### config.mk
export PLATFORM = sky130hd
export DESIGN_NAME = lv_lbist_mc
export DESIGN_NICKNAME = d
export VERILOG_FILES = /design/src/rtl/lv_lbist_mc.sv
export SDC_FILE = /design/constraint.sdc
export NUM_CORES = 1
export LEC_CHECK = 0
export CAP_MARGIN = 5
export CORE_MARGIN = 5
export CORE_UTILIZATION = 47
export DETAILED_ROUTE_END_ITERATION = 10
export PLACE_DENSITY = 0.79
export SETUP_SLACK_MARGIN = 0.5
export SKIP_LAST_GASP = 1
export SYNTH_ARGS = -nofsm -noshare
export SYNTH_HDL_FRONTEND = slang
export SYNTH_SLANG_ARGS = --single-unit
### constraint.sdc
create_clock -name i_clk -period 2.3 [get_ports i_clk]
set_input_delay 0.46 -clock i_clk [delete_from_list [all_inputs] [get_ports i_clk]]
set_output_delay 0.46 -clock i_clk [all_outputs]
set_load 0.005 [all_outputs]
### src/rtl/lv_lbist_mc.sv
// Multi-channel LV logic BIST sequencer: walks channels 0..CH_NUM-1, issuing req/ack handshakes and grading ok counts.
// Latency: en->first req 2 cycles, ack->next req 2 cycles, last ack->done 2 cycles; WAIT stalls until ack (or timeout with LV_LBIST_MC_TMO_EN).
module lv_lbist_mc #(
    parameter int CH_NUM = 2,
    parameter int CNT_W  = 4,
    parameter int TMO_W  = 8
) (
    input  logic                      i_clk,
    input  logic                      i_rst_n,
    input  logic                      i_bist_en,
    input  logic [CH_NUM*CNT_W-1:0]   i_ch_req_num,
    input  logic [CH_NUM*CNT_W-1:0]   i_ch_ok_min,
    input  logic [TMO_W-1:0]          i_tmo_cyc,
    output logic [CH_NUM-1:0]         o_ch_req,
    input  logic [CH_NUM-1:0]         i_ch_ack,
    input  logic [CH_NUM-1:0]         i_ch_err,
    output logic [CH_NUM-1:0]         o_ch_fail,
    output logic                      o_bist_done,
    output logic                      o_bist_status
);

    localparam int CH_W = (CH_NUM > 1) ? $clog2(CH_NUM) : 1;

    typedef enum logic [2:0] {
        S_IDLE = 3'd0,
        S_LOAD = 3'd1,
        S_WAIT = 3'd2,
        S_GAP  = 3'd3,
        S_EVAL = 3'd4,
        S_DONE = 3'd5
    } state_t;

    state_t              r_state;
    state_t              w_state_nxt;
    logic [CH_W-1:0]     r_cur_ch;
    logic [CNT_W-1:0]    r_tx_cnt;
    logic [CNT_W-1:0]    r_ok_cnt;
    logic [CNT_W-1:0]    r_req_num;
    logic [CNT_W-1:0]    r_ok_min;
    logic [CH_NUM-1:0]   r_ch_req;
    logic [CH_NUM-1:0]   r_ch_fail;
    logic                r_done;

    logic [CNT_W-1:0]    w_req_num_sel;
    logic [CNT_W-1:0]    w_ok_min_sel;
    logic                w_ack;
    logic                w_err;
    logic                w_tmo;
    logic                w_last_ch;
    logic                w_more;
    logic [CH_NUM-1:0]   w_ch_req_nxt;
    logic                w_done_nxt;

    // Only the current channel's config and handshake are visible to the sequencer.
    always_comb begin
        w_req_num_sel = '0;
        w_ok_min_sel  = '0;
        w_ack         = 1'b0;
        w_err         = 1'b0;
        for (int k = 0; k < CH_NUM; k++) begin
            if (r_cur_ch == CH_W'(k)) begin
                w_req_num_sel = i_ch_req_num[k*CNT_W +: CNT_W];
                w_ok_min_sel  = i_ch_ok_min[k*CNT_W +: CNT_W];
                w_ack         = i_ch_ack[k] && (r_state == S_WAIT);
                w_err         = i_ch_err[k];
            end
        end
    end

    assign w_last_ch = (r_cur_ch == CH_W'(CH_NUM - 1));
    assign w_more    = ({1'b0, r_tx_cnt} + (CNT_W+1)'(1)) < {1'b0, r_req_num};

`ifdef LV_LBIST_MC_TMO_EN
    logic [TMO_W-1:0] r_tmo_cnt;

    assign w_tmo = (r_state == S_WAIT) && !w_ack && (i_tmo_cyc != '0) &&
                   (r_tmo_cnt == i_tmo_cyc - TMO_W'(1));

    // Outside WAIT the counter sits at zero, so every WAIT entry starts a fresh window.
    always_ff @(posedge i_clk) begin
        if (!i_rst_n) begin
            r_tmo_cnt <= '0;
        end else if (r_state == S_WAIT && !w_ack && !w_tmo) begin
            r_tmo_cnt <= r_tmo_cnt + TMO_W'(1);
        end else begin
            r_tmo_cnt <= '0;
        end
    end
`else
    logic w_unused_tmo;
    assign w_unused_tmo = ^i_tmo_cyc;
    assign w_tmo        = 1'b0;
`endif

    always_ff @(posedge i_clk) begin
        if (!i_rst_n) begin
            r_state <= S_IDLE;
        end else begin
            r_state <= w_state_nxt;
        end
    end

    always_comb begin
        w_state_nxt = r_state;
        if (!i_bist_en) begin
            w_state_nxt = S_IDLE;
        end else begin
            case (r_state)
                S_IDLE:  w_state_nxt = S_LOAD;
                S_LOAD:  w_state_nxt = (w_req_num_sel == '0) ? S_EVAL : S_WAIT;
                S_WAIT:  if (w_ack || w_tmo) w_state_nxt = w_more ? S_GAP : S_EVAL;
                S_GAP:   w_state_nxt = S_WAIT;
                S_EVAL:  w_state_nxt = w_last_ch ? S_DONE : S_LOAD;
                S_DONE:  w_state_nxt = S_DONE;
                default: w_state_nxt = S_IDLE;
            endcase
        end
    end

    // Outputs are decoded from the next state and registered, so req is glitch-free and one-hot.
    always_comb begin
        w_ch_req_nxt = '0;
        w_done_nxt   = (w_state_nxt == S_DONE);
        if (w_state_nxt == S_WAIT) begin
            for (int k = 0; k < CH_NUM; k++) begin
                w_ch_req_nxt[k] = (r_cur_ch == CH_W'(k));
            end
        end
    end

    always_ff @(posedge i_clk) begin
        if (!i_rst_n) begin
            r_cur_ch  <= '0;
            r_tx_cnt  <= '0;
            r_ok_cnt  <= '0;
            r_req_num <= '0;
            r_ok_min  <= '0;
            r_ch_req  <= '0;
            r_ch_fail <= '0;
            r_done    <= 1'b0;
        end else if (!i_bist_en) begin
            r_cur_ch  <= '0;
            r_tx_cnt  <= '0;
            r_ok_cnt  <= '0;
            r_req_num <= '0;
            r_ok_min  <= '0;
            r_ch_req  <= '0;
            r_ch_fail <= '0;
            r_done    <= 1'b0;
        end else begin
            r_ch_req <= w_ch_req_nxt;
            r_done   <= w_done_nxt;
            case (r_state)
                S_IDLE: begin
                    r_cur_ch <= '0;
                end
                S_LOAD: begin
                    r_req_num <= w_req_num_sel;
                    r_ok_min  <= w_ok_min_sel;
                end
                S_WAIT: begin
                    if (w_ack) begin
                        r_tx_cnt <= r_tx_cnt + CNT_W'(1);
                        if (!w_err && r_ok_cnt != '1) begin
                            r_ok_cnt <= r_ok_cnt + CNT_W'(1);
                        end
                    end else if (w_tmo) begin
                        r_tx_cnt <= r_tx_cnt + CNT_W'(1);
                    end
                end
                S_EVAL: begin
                    for (int k = 0; k < CH_NUM; k++) begin
                        if (r_cur_ch == CH_W'(k)) begin
                            r_ch_fail[k] <= (r_ok_cnt < r_ok_min);
                        end
                    end
                    r_tx_cnt <= '0;
                    r_ok_cnt <= '0;
                    if (!w_last_ch) begin
                        r_cur_ch <= r_cur_ch + CH_W'(1);
                    end
                end
                default: begin
                end
            endcase
        end
    end

    assign o_ch_req      = r_ch_req;
    assign o_ch_fail     = r_ch_fail;
    assign o_bist_done   = r_done;
    assign o_bist_status = r_done & ~|r_ch_fail;

endmodule
==> results by group, run 1 <==
Run status
  – Status: complete, no violations

Yosys
  – Post-synth EDFFs: 0
  – Post-synthesis sequential area ratio: 38.4%
  – Largest area contributor in the netlist: dfxtp_1
  – Cell Area, Synth: between 0.001 and 0.0015 mm²
  – Main combinational cell family by area after synthesis: simple AND/OR/NAND/NOR gates
  – Netlist cell types: 33
  – Dominant cells by area after synthesis: dfxtp_1 38%, mux2i_1 9.2%, ha_1 7.7%
  – YS warnings: 0
  – Asr flop ratio synth: 0%
  – Register bit total from synthesis: 25
  – Synth top area share: 38.4%
  – Mux contribution to synthesized area: 10.1%
  – Synth Area in XOR/XNOR: 5.38%
  – Post-Synth Simple-Gate Area: 19.6%
  – Synth Area in Adders: 7.68%
  – Cells after Synth: 146
  – Syn nets: 185
  – Dominant synthesized flop cell: dfxtp_1
  – Synth Area in Compound Gates: 13.8%
  – Avg Inst Size Synth: 8.92 µm²

Timing
  – RSZ-0062 raised after global routing: no
  – Final setup viols: 0
  – Min Tclk post-route: 1.77 ns
  – Worst Tran Pin Value: 0.517 ns
  – Setup TNS: 0 ns
  – Slew headroom: 65.4%
  – Slew Limit Fails: 0
  – Fmax: approximately 560 MHz
  – Skew final: 0.00917 ns
  – Final period util: approximately 77%
  – Final Hold Vio Count: 0
  – Hold slack: 0.510 ns

Hold path
  – Worst Hold End: o_ch_fail[0]
  – Hold Crit Start: o_ch_fail[0]
  – Hold Path Class: register to register
  – Worst Hold Path Cells: 2

Job
  – Maxcap violations: 0

CTS
  – CTS buffer count: 3
  – Clock sink count: 25
  – Worst-path clk slew: about 0.14 ns
  – H-tree levels: 1
  – CTS tree: yes
  – CTS root buf: clkbuf_4
  – Clock latency on the worst-skew pair: 0.31 ns
  – Clock buffer depth: 2

Routing
  – 1st-pass router iterations: 4
  – Vias per inst: roughly 5.5
  – Wire per inst: 14.1 µm
  – DRC: 0
  – Number of DRC markers in iteration 0: 17
  – Final WL: 2920 µm
  – Vias: 1,153
  – Remaining antenna violation count after routing: 0

Die
  – Die Height: 62.6 µm
  – CORE AREA: 0.00271 mm²
  – Initial Util: 48.1%
  – # IOs: 37
  – Die area: 0.00392 mm²
  – Die W: 62.6 µm
  – Site Rows: 19

GRT
  – Total GRT Usage: ~14%
  – Antenna violations before repair: 0
  – Vias in the first global route: 1,139
  – Total grt overflow: 0
  – First-pass GRT wire length: 4710 µm
  – Largest net degree at the start of global routing: 17

Place
  – Port Buffer Count: 28
  – Dpl cells: a little over 200
  – Placer Congestion: 0.810
  – DPL Wire Length: 2210 µm

Finish
  – Share of cells above drive strength 1: 11.3%
  – Finished Layout Cells: 208
  – Most common cell after layout, fill and taps aside: clkdlybuf4s50_1
  – N_diodes: 0
  – Final #Nets: 217
  – Layout area overhead: 29.3%
  – Filler Cells Inserted: 263
  – Most frequent cells in the layout: 27 x clkdlybuf4s50_1, 23 x nor2_1, 22 x dfxtp_1

Critical path
  – Reg2reg start: r_tx_cnt[0]
  – CP endpoint kind: register
  – CP Data Arrival Time: 1.99 ns
  – R2r endpoint: r_state[1]
  – WP buf/inv: 1
  – Worst R2R Path Depth: 7
  – Crit path max fanout: 4
  – Cell family with most CP delay: compound AO/OA/AOI/OAI gates
  – Flop2flop setup slack: 0.53 ns
  – Critical-path top delay cell: dfxtp_2
  – Crit path required time: approximately 2.5 ns
  – Setup crit start kind: register
  – Worst path max stage delay: roughly 0.36 ns
  – Critical path class: register to register
  – Crit-path cells: ha_2 -> xor2_1 -> ha_1 -> o21ai_1 -> o21a_1 -> buf_4 -> a31o_2

Power and ir drop
  – Lkg Pwr: 0.000595 µW
  – Power Density: 446 mW/mm²
  – Total power: 750 µW
  – Worst vdd ir: 0.000347 V
## logic make-up after synthesis
logic type,count (synthesis)
AND/OR/NAND/NOR,50
AO/OA/AOI/OAI,27
flip-flops,25
buffers and inverters,15
multiplexers,13
XOR/XNOR,8
adder cells (fa/ha/maj),8
## flip-flops by register name (all words and copies together), names as in the netlist
register,cells
o_bist_done,1
o_ch_fail,2
o_ch_req,2
r_cur_ch,1
r_ok_cnt,4
r_ok_min,4
r_req_num,4
r_state,3
r_tx_cnt,4
## stage by stage
| stage | setup WS [ns] | util (%) | instance area (µm²) |
|---|---|---|---|
| 5_1_grt | 0.487 | 62.1 | 1680 |
| 6_report | 0.530 | 62.1 | 1680 |
| 3_5_place_dp | 0.315 | 59.8 | 1620 |
| 4_1_cts | 0.483 | 60.8 | 1650 |
| 3_3_place_gp | 0.392 | 59.8 | 1620 |
| 2_1_floorplan | 0.665 | - | 1300 |
## cell type report
| class | instances | area (µm²) | area share, % |
|---|---|---|---|
| multi-input cells | 106 | 764 | 45.4 |
| flip-flops and latches | 25 | 504 | 29.9 |
| repair buffers | 33 | 317 | 18.8 |
| well taps | 31 | 38.8 | 2.30 |
| inverters | 9 | 33.8 | 2.01 |
| clock buffers | 4 | 26.3 | 1.56 |
## cell usage after synthesis, drive strengths merged (3+ instances only)
| master | count |
|---|---|
| xor2 | 5 |
| a21oi | 5 |
| nor2 | 23 |
| xnor2 | 3 |
| inv | 9 |
| nor4 | 6 |
| nor3 | 3 |
| dfxtp | 25 |
| a211oi | 9 |
| nand2 | 4 |
| buf | 4 |
| nand3 | 6 |
| o21ai | 5 |
| mux2i | 12 |
| ha | 8 |
## tightest hold or removal path: stages (launching register included)
cell       delay, ns
dfxtp_1         0.35
nand3_1         0.07
o2bb2ai_1       0.06
## worst max path at each step
stage                      from           to  cells after the start  slack, ns
finish              r_tx_cnt[0]   r_state[1]                      7       0.53
global route        r_tx_cnt[2]   r_state[1]                      7       0.49
CTS                 r_tx_cnt[0]  o_bist_done                      7       0.48
detailed placement  i_ch_err[0]  r_ok_cnt[1]                      6       0.32
global placement    i_ch_err[1]  r_ok_cnt[1]                      6       0.39
floorplan           r_tx_cnt[0]  o_bist_done                      6       0.67
## repair_timing
item / 4_1_cts / 5_1_grt
setup endpoints to repair: 3 / 6
hold buffers: 0 / 0
resized for setup: 2 / 8
pin swaps: 0 / 0
setup buffers: 0 / 1
hold endpoints to repair: 0 / 0
## layer usage
| layer | vias up | GRT usage [%] | wire [µm] |
|---|---|---|---|
| met3 | 2 | 3.78 | 197 |
| met5 | - | 0 | 0 |
| li1 | 578 | - | - |
| met2 | 31 | 26.7 | 1530 |
| met4 | 0 | 3.71 | 18 |
| met1 | 542 | 15.9 | 1170 |
## report_power, final
part / switching, µW / internal [µW]
Sequential: 6.39 / 440
Combinational: 47.6 / 59.2
Clock: 129 / 67.7
Power figures use the tool's default switching activity.
==> run 2, diff against run 1 <==
--- a/config.mk
+++ b/config.mk
@@ -7,9 +7,9 @@
 export LEC_CHECK = 0
 export CAP_MARGIN = 5
 export CORE_MARGIN = 5
-export CORE_UTILIZATION = 47
+export CORE_UTILIZATION = 42
 export DETAILED_ROUTE_END_ITERATION = 10
-export PLACE_DENSITY = 0.79
+export PLACE_DENSITY = 0.75
 export SETUP_SLACK_MARGIN = 0.5
 export SKIP_LAST_GASP = 1
 export SYNTH_ARGS = -nofsm -noshare
==> constraint.sdc (replaced) <==
create_clock -name i_clk -period 1.5 [get_ports i_clk]
set_input_delay 0.3 -clock i_clk [delete_from_list [all_inputs] [get_ports i_clk]]
set_output_delay 0.3 -clock i_clk [all_outputs]
set_load 0.005 [all_outputs]
==> run 2 against run 1 <==
The flow now finishes with violations (negative setup slack). Register-to-register slack worse by 0.74 ns. Via count increased by 9.9%. First-iteration DRC count rose by 88%. Final cell count up 12%. Flip-flop and latch count unchanged. Combinational power up 96%. Fmax increased by 3.2%. Total power up 59%. Critical endpoint is now r_state[2].
==> results by group, run 2 (synthesis gave the netlist of run 1 again) <==
Run status
  – Status: finished, violations left
  – Failing checks: negative setup slack

Critical path
  – Critical path class: register to register
  – Crit path required time: 1.74 ns
  – Crit path max fanout: 3
  – Worst path max stage delay: 0.38 ns
  – Worst R2R Path Depth: 7
  – WP buf/inv: 1
  – Flop2flop setup slack: -0.22 ns
  – Cell family with most CP delay: compound AO/OA/AOI/OAI gates
  – Reg2reg start: r_tx_cnt[0]
  – Setup crit start kind: register
  – CP Data Arrival Time: 1.95 ns
  – Critical-path top delay cell: dfxtp_4
  – Crit-path cells: ha_4 -> ha_4 -> a211oi_2 -> o21a_1 -> a2bb2oi_2 -> buf_4 -> nor2_1
  – CP endpoint kind: register
  – Top cell by count, worst path: ha_4
  – R2r endpoint: r_state[2]

Finish
  – Share of cells above drive strength 1: 38.0%
  – N_diodes: 0
  – Cell area after layout: 0.00204 mm²
  – Final #Nets: 240
  – Most frequent cells in the layout: 24 x buf_4, 22 x nor2_1, 22 x clkdlybuf4s50_1
  – Layout area overhead: 56.3%
  – Filler Cells Inserted: 215
  – Most common cell after layout, fill and taps aside: buf_4
  – Final Core Density: about two thirds
  – Finished Layout Cells: between 200 and 250

Hold path
  – Hold Crit Start: r_ok_min[0]
  – Hold Path Class: register to register
  – Worst Hold End: r_ok_min[0]
  – Worst Hold Path Cells: 2

GRT
  – First-pass GRT wire length: 5440 µm
  – Total GRT Usage: 16.1%
  – Total grt overflow: 0
  – Largest net degree at the start of global routing: 16
  – Antenna violations before repair: 0
  – Vias in the first global route: 1,266

Die
  – CORE AREA: about 0.0030 mm²
  – Die W: 65.7 µm
  – # IOs: 37
  – Site Rows: 20
  – Initial Util: 43.4%
  – Die area: 0.00432 mm²
  – Die Height: 65.7 µm

Routing
  – Vias: 1,267
  – 1st-pass router iterations: 4
  – Remaining antenna violation count after routing: 0
  – Vias per inst: 5.44
  – Final WL: 3600 µm
  – Wire per inst: 15.4 µm
  – DRC: 0
  – Number of DRC markers in iteration 0: 32

CTS
  – H-tree levels: 1
  – Worst-path clk slew: approximately 0.13 ns
  – CTS tree: yes
  – CTS root buf: clkbuf_4
  – Clock sink count: 25
  – CTS Hold Buffers Added: 0
  – Clock buffer depth: 2
  – Clock latency on the worst-skew pair: 0.32 ns
  – CTS buffer count: 3

Timing
  – Final Hold Vio Count: 0
  – Fmax: around 580 MHz
  – Min Tclk post-route: about 1.7 ns
  – Min setup slack post-route: -0.215 ns
  – Slew headroom: around four fifths
  – RSZ-0062 raised after global routing: yes
  – Slew Limit Fails: 0
  – Final period util: 114%
  – Worst Tran Pin Value: 0.276 ns
  – Final setup viols: 4
  – Skew final: 0.00298 ns

Place
  – Dpl cells: 218
  – Port Buffer Count: 28
  – Dpl cell area: ~0.0018 mm²
  – DPL Wire Length: 2450 µm
  – Placer Congestion: roughly 0.80

Power and ir drop
  – Lkg Pwr: 0.000759 µW
  – Power Density: 586 mW/mm²
  – Worst vdd ir: 0.000399 V

Job
  – Maxcap violations: 0
[run 2: cell types whose count changed in the layout (fill, tap and decap cells not counted), moves of 5 or more]
cell,before,now
buf_4,5,24
dfxtp_1,22,14
buf_2,0,5
clkdlybuf4s50_1,27,22
[run 2: how the worst max path moves through the flow]
stage                               start           to  slack, ns  depth (start not counted)
final                         r_tx_cnt[0]   r_state[2]      -0.22                          7
after global routing          r_tx_cnt[1]   r_state[2]      -0.31                          8
after CTS                     r_tx_cnt[0]   r_state[2]      -0.23                          8
after detailed placement  i_ch_req_num[5]  o_bist_done      -0.41                          6
after global placement    i_ch_req_num[6]  o_bist_done      -0.27                          6
after floorplan               r_tx_cnt[0]  o_bist_done      -0.02                          7
[run 2: metal layers]
layer,track usage (%),routed length [µm]
met5,0,0
met3,1.37,115
met1,18.5,1430
met4,8.29,116
met2,29.3,1940
[run 2: report_power, final]
group          switching (µW)  total (µW)  leakage (µW)  internal (µW)
Sequential               9.81         678      0.000209            668
Clock                     201         305     0.0000150            104
Combinational            92.9         210      0.000536            117
[run 2: tightest hold or removal path, stage by stage, from the launching register on]
cell      delay [ns]
dfxtp_1         0.34
nor2_1          0.09
a211oi_1        0.05
[run 2: metrics by stage]
stage | setup WS, ns | hold WS [ns] | power, µW | TNS, ns
final | -0.215 | 0.512 | 1190 | -0.654
after CTS | -0.226 | 0.510 | 1190 | -0.707
after floorplan | -0.0245 | 0.467 | 775 | -0.0245
after global routing | -0.315 | 0.535 | 1240 | -1.05
after global placement | -0.273 | 0.488 | 864 | -2.13
after detailed placement | -0.410 | 0.499 | 872 | -2.99
[run 2: what timing repair did]
item | 4_1_cts | 5_1_grt
buffers inserted | 4 | 7
pin swaps | 5 | 4
gates resized for setup | 48 | 20
setup endpoints to repair | 31 | 31
[run 2: area by class of cell]
cell class	instances	area, µm²	share of cell area [%]
tap	33	41.3	2.03
clock buffer	4	26.3	1.29
timing repair buffer	56	490	24.1
multi-input combinational	106	920	45.2
inverter	9	33.8	1.66
sequential	25	524	25.8
==> run 3, diff against run 2 <==
--- a/config.mk
+++ b/config.mk
@@ -9,7 +9,7 @@
 export CORE_MARGIN = 5
 export CORE_UTILIZATION = 42
 export DETAILED_ROUTE_END_ITERATION = 10
-export PLACE_DENSITY = 0.75
+export PLACE_DENSITY = 0.71
 export SETUP_SLACK_MARGIN = 0.5
 export SKIP_LAST_GASP = 1
 export SYNTH_ARGS = -nofsm -noshare
==> run 3 against run 2 <==
The run still ends with negative setup slack left. Die area unchanged. Core utilization up 1.7 points. Total power up 0.50%. Critical path depth down 1. Flip-flop and latch count unchanged. Largest power group unchanged.
==> results by group, run 3 (synthesis gave the netlist of run 1 again) <==
Critical path
  – Worst R2R Path Depth: 6
  – Cell family with most CP delay: compound AO/OA/AOI/OAI gates
  – R2r endpoint: o_bist_done
  – Setup crit start kind: register
  – Reg2reg start: r_tx_cnt[0]
  – Crit path required time: 1.71 ns
  – Critical path class: register to register
  – Critical-path top delay cell: dfxtp_2
  – Crit path max fanout: 3
  – Top cell by count, worst path: ha_4
  – WP buf/inv: 0
  – Crit-path cells: ha_4 -> ha_4 -> a211oi_4 -> o21a_1 -> a2bb2oi_2 -> nor4_2
  – CP endpoint kind: register
  – Worst path max stage delay: between 0.3 and 0.4 ns
  – Flop2flop setup slack: -0.17 ns
  – CP Data Arrival Time: approximately 1.9 ns

Finish
  – Filler Cells Inserted: between 200 and 250
  – Final #Nets: 240
  – Most frequent cells in the layout: 23 x buf_4, 22 x nor2_1, 18 x clkdlybuf4s50_1
  – Most common cell after layout, fill and taps aside: buf_4
  – Share of cells above drive strength 1: 40.5%
  – Layout area overhead: 60.1%
  – Finished Layout Cells: 233
  – Final Core Density: 69.5%
  – N_diodes: 0
  – Cell area after layout: 0.00209 mm²
  – Multi-input gate area: 953 µm²
  – Register Area: 520 µm²

Timing
  – Skew final: 0.00754 ns
  – Min setup slack post-route: -0.172 ns
  – Final Hold Vio Count: 0
  – Slew headroom: between 70% and 80%
  – Fmax: 598 MHz
  – Final period util: 111%
  – RSZ-0062 raised after global routing: yes
  – Final setup viols: 12
  – Worst Tran Pin Value: 0.339 ns
  – Slew Limit Fails: 0
  – Min Tclk post-route: around 1.7 ns

Hold path
  – Hold Path Class: input pin to register
  – Hold Crit Start: i_ch_req_num[7]
  – Worst Hold Path Cells: 3
  – Worst Hold End: r_req_num[3]

CTS
  – Clock buffer depth: 2
  – H-tree levels: 1
  – CTS buffer count: 3
  – Clock latency on the worst-skew pair: 0.31 ns
  – Worst-path clk slew: roughly 0.13 ns
  – Clock sink count: 25
  – CTS root buf: clkbuf_4
  – CTS tree: yes

Die
  – Die W: roughly 66 µm
  – Die area: 0.00432 mm²
  – CORE AREA: 0.00300 mm²
  – Die Height: ~66 µm
  – # IOs: 37
  – Initial Util: 43.4%
  – Site Rows: 20

Job
  – Maxcap violations: 0

Routing
  – 1st-pass router iterations: 4
  – Highest metal used: met4
  – DRC: 0
  – Vias per inst: around 5.5
  – Final WL: 3480 µm
  – Wire length on met2: 1750 µm
  – Number of DRC markers in iteration 0: 28
  – Met3 wire length: between 200 and 250 µm
  – M1 WL: between 1000 and 1500 µm
  – Remaining antenna violation count after routing: 0
  – Vias: 1,283
  – Wire per inst: 14.9 µm

Power and ir drop
  – Worst vdd ir: 0.000274 V
  – Lkg Pwr: roughly 0.0008 µW
  – Power Density: about 570 mW/mm²
  – Total power: 1200 µW

GRT
  – Vias in the first global route: 1,362
  – Antenna violations before repair: 0
  – Largest net degree at the start of global routing: 14
  – Total GRT Usage: about 17%
  – Total grt overflow: 0
  – First-pass GRT wire length: 5760 µm

Place
  – Placer Congestion: 0.820
  – Port Buffer Count: 28
  – Dpl cell area: 0.00178 mm²
  – Dpl cells: 220
  – DP Worst Slack: -0.317 ns
  – DPL Wire Length: 2380 µm

Run status
  – Failing checks: negative setup slack
  – Status: finished, violations left
-- run 3: cell types whose count changed in the layout (fill, tap and decap cells not counted), moves of 2 or more --
| cell | delta |
|---|---|
| nor4_1 | -2 |
| dlymetal6s2s_1 | +4 |
| buf_2 | -2 |
| a211oi_2 | -2 |
| buf_6 | +2 |
| dfxtp_2 | +3 |
| dfxtp_4 | -2 |
| nor4_2 | +2 |
| clkdlybuf4s50_1 | -4 |
| o21ai_2 | -2 |
-- run 3: worst max path at each step --
stage	depth (start not counted)	slack (ns)	to	start
after global placement	6	-0.30	o_bist_done	i_ch_req_num[6]
after floorplan	7	-0.02	o_bist_done	r_tx_cnt[0]
final	6	-0.17	o_bist_done	r_tx_cnt[0]
after global routing	7	-0.23	r_state[2]	r_tx_cnt[0]
after detailed placement	6	-0.32	o_bist_done	i_ch_req_num[6]
after CTS	7	-0.13	o_bist_done	r_tx_cnt[2]
-- run 3: layout make-up --
class / instances / share of cell area (%)
Multi-Input combinational cell: 106 / 45.7
Sequential cell: 25 / 25.0
Timing Repair Buffer: 56 / 24.5
Tap cell: 33 / 1.98
Inverter: 9 / 1.62
Clock buffer: 4 / 1.26
-- run 3: power breakdown --
group	leakage, µW	switching [µW]	internal (µW)
clock	0.0000150	191	104
combinational	0.000578	97.5	125
sequential	0.000209	10.2	672
-- run 3: tightest hold or removal path, delay by kind of cell --
kind	cells	cell delay [ns]
AOI/OAI and AO/OA	1	0.09
buffers and inverters	1	0.14
muxes	1	0.15
-- run 3: per-stage QoR --
step | TNS, ns | hold slack (ns)
2_1_floorplan | -0.0245 | 0.467
3_3_place_gp | -2.41 | 0.480
3_5_place_dp | -3.04 | 0.487
4_1_cts | -0.648 | 0.518
5_1_grt | -2.19 | 0.424
6_report | -1.37 | 0.396
-- run 3: repair_timing --
action                                  CTS  global route
setup buffers                             7             2
hold buffers                              0             0
endpoints found under the setup margin   31            31
gates resized for setup                  47            27
pin swaps                                12            12
-- run 3: layer usage --
metal  up-vias  track usage, %
met5         -               0
met4         0            8.81
met3        14            3.93
met2        61            31.4
met1       586            17.8
li1        622               -
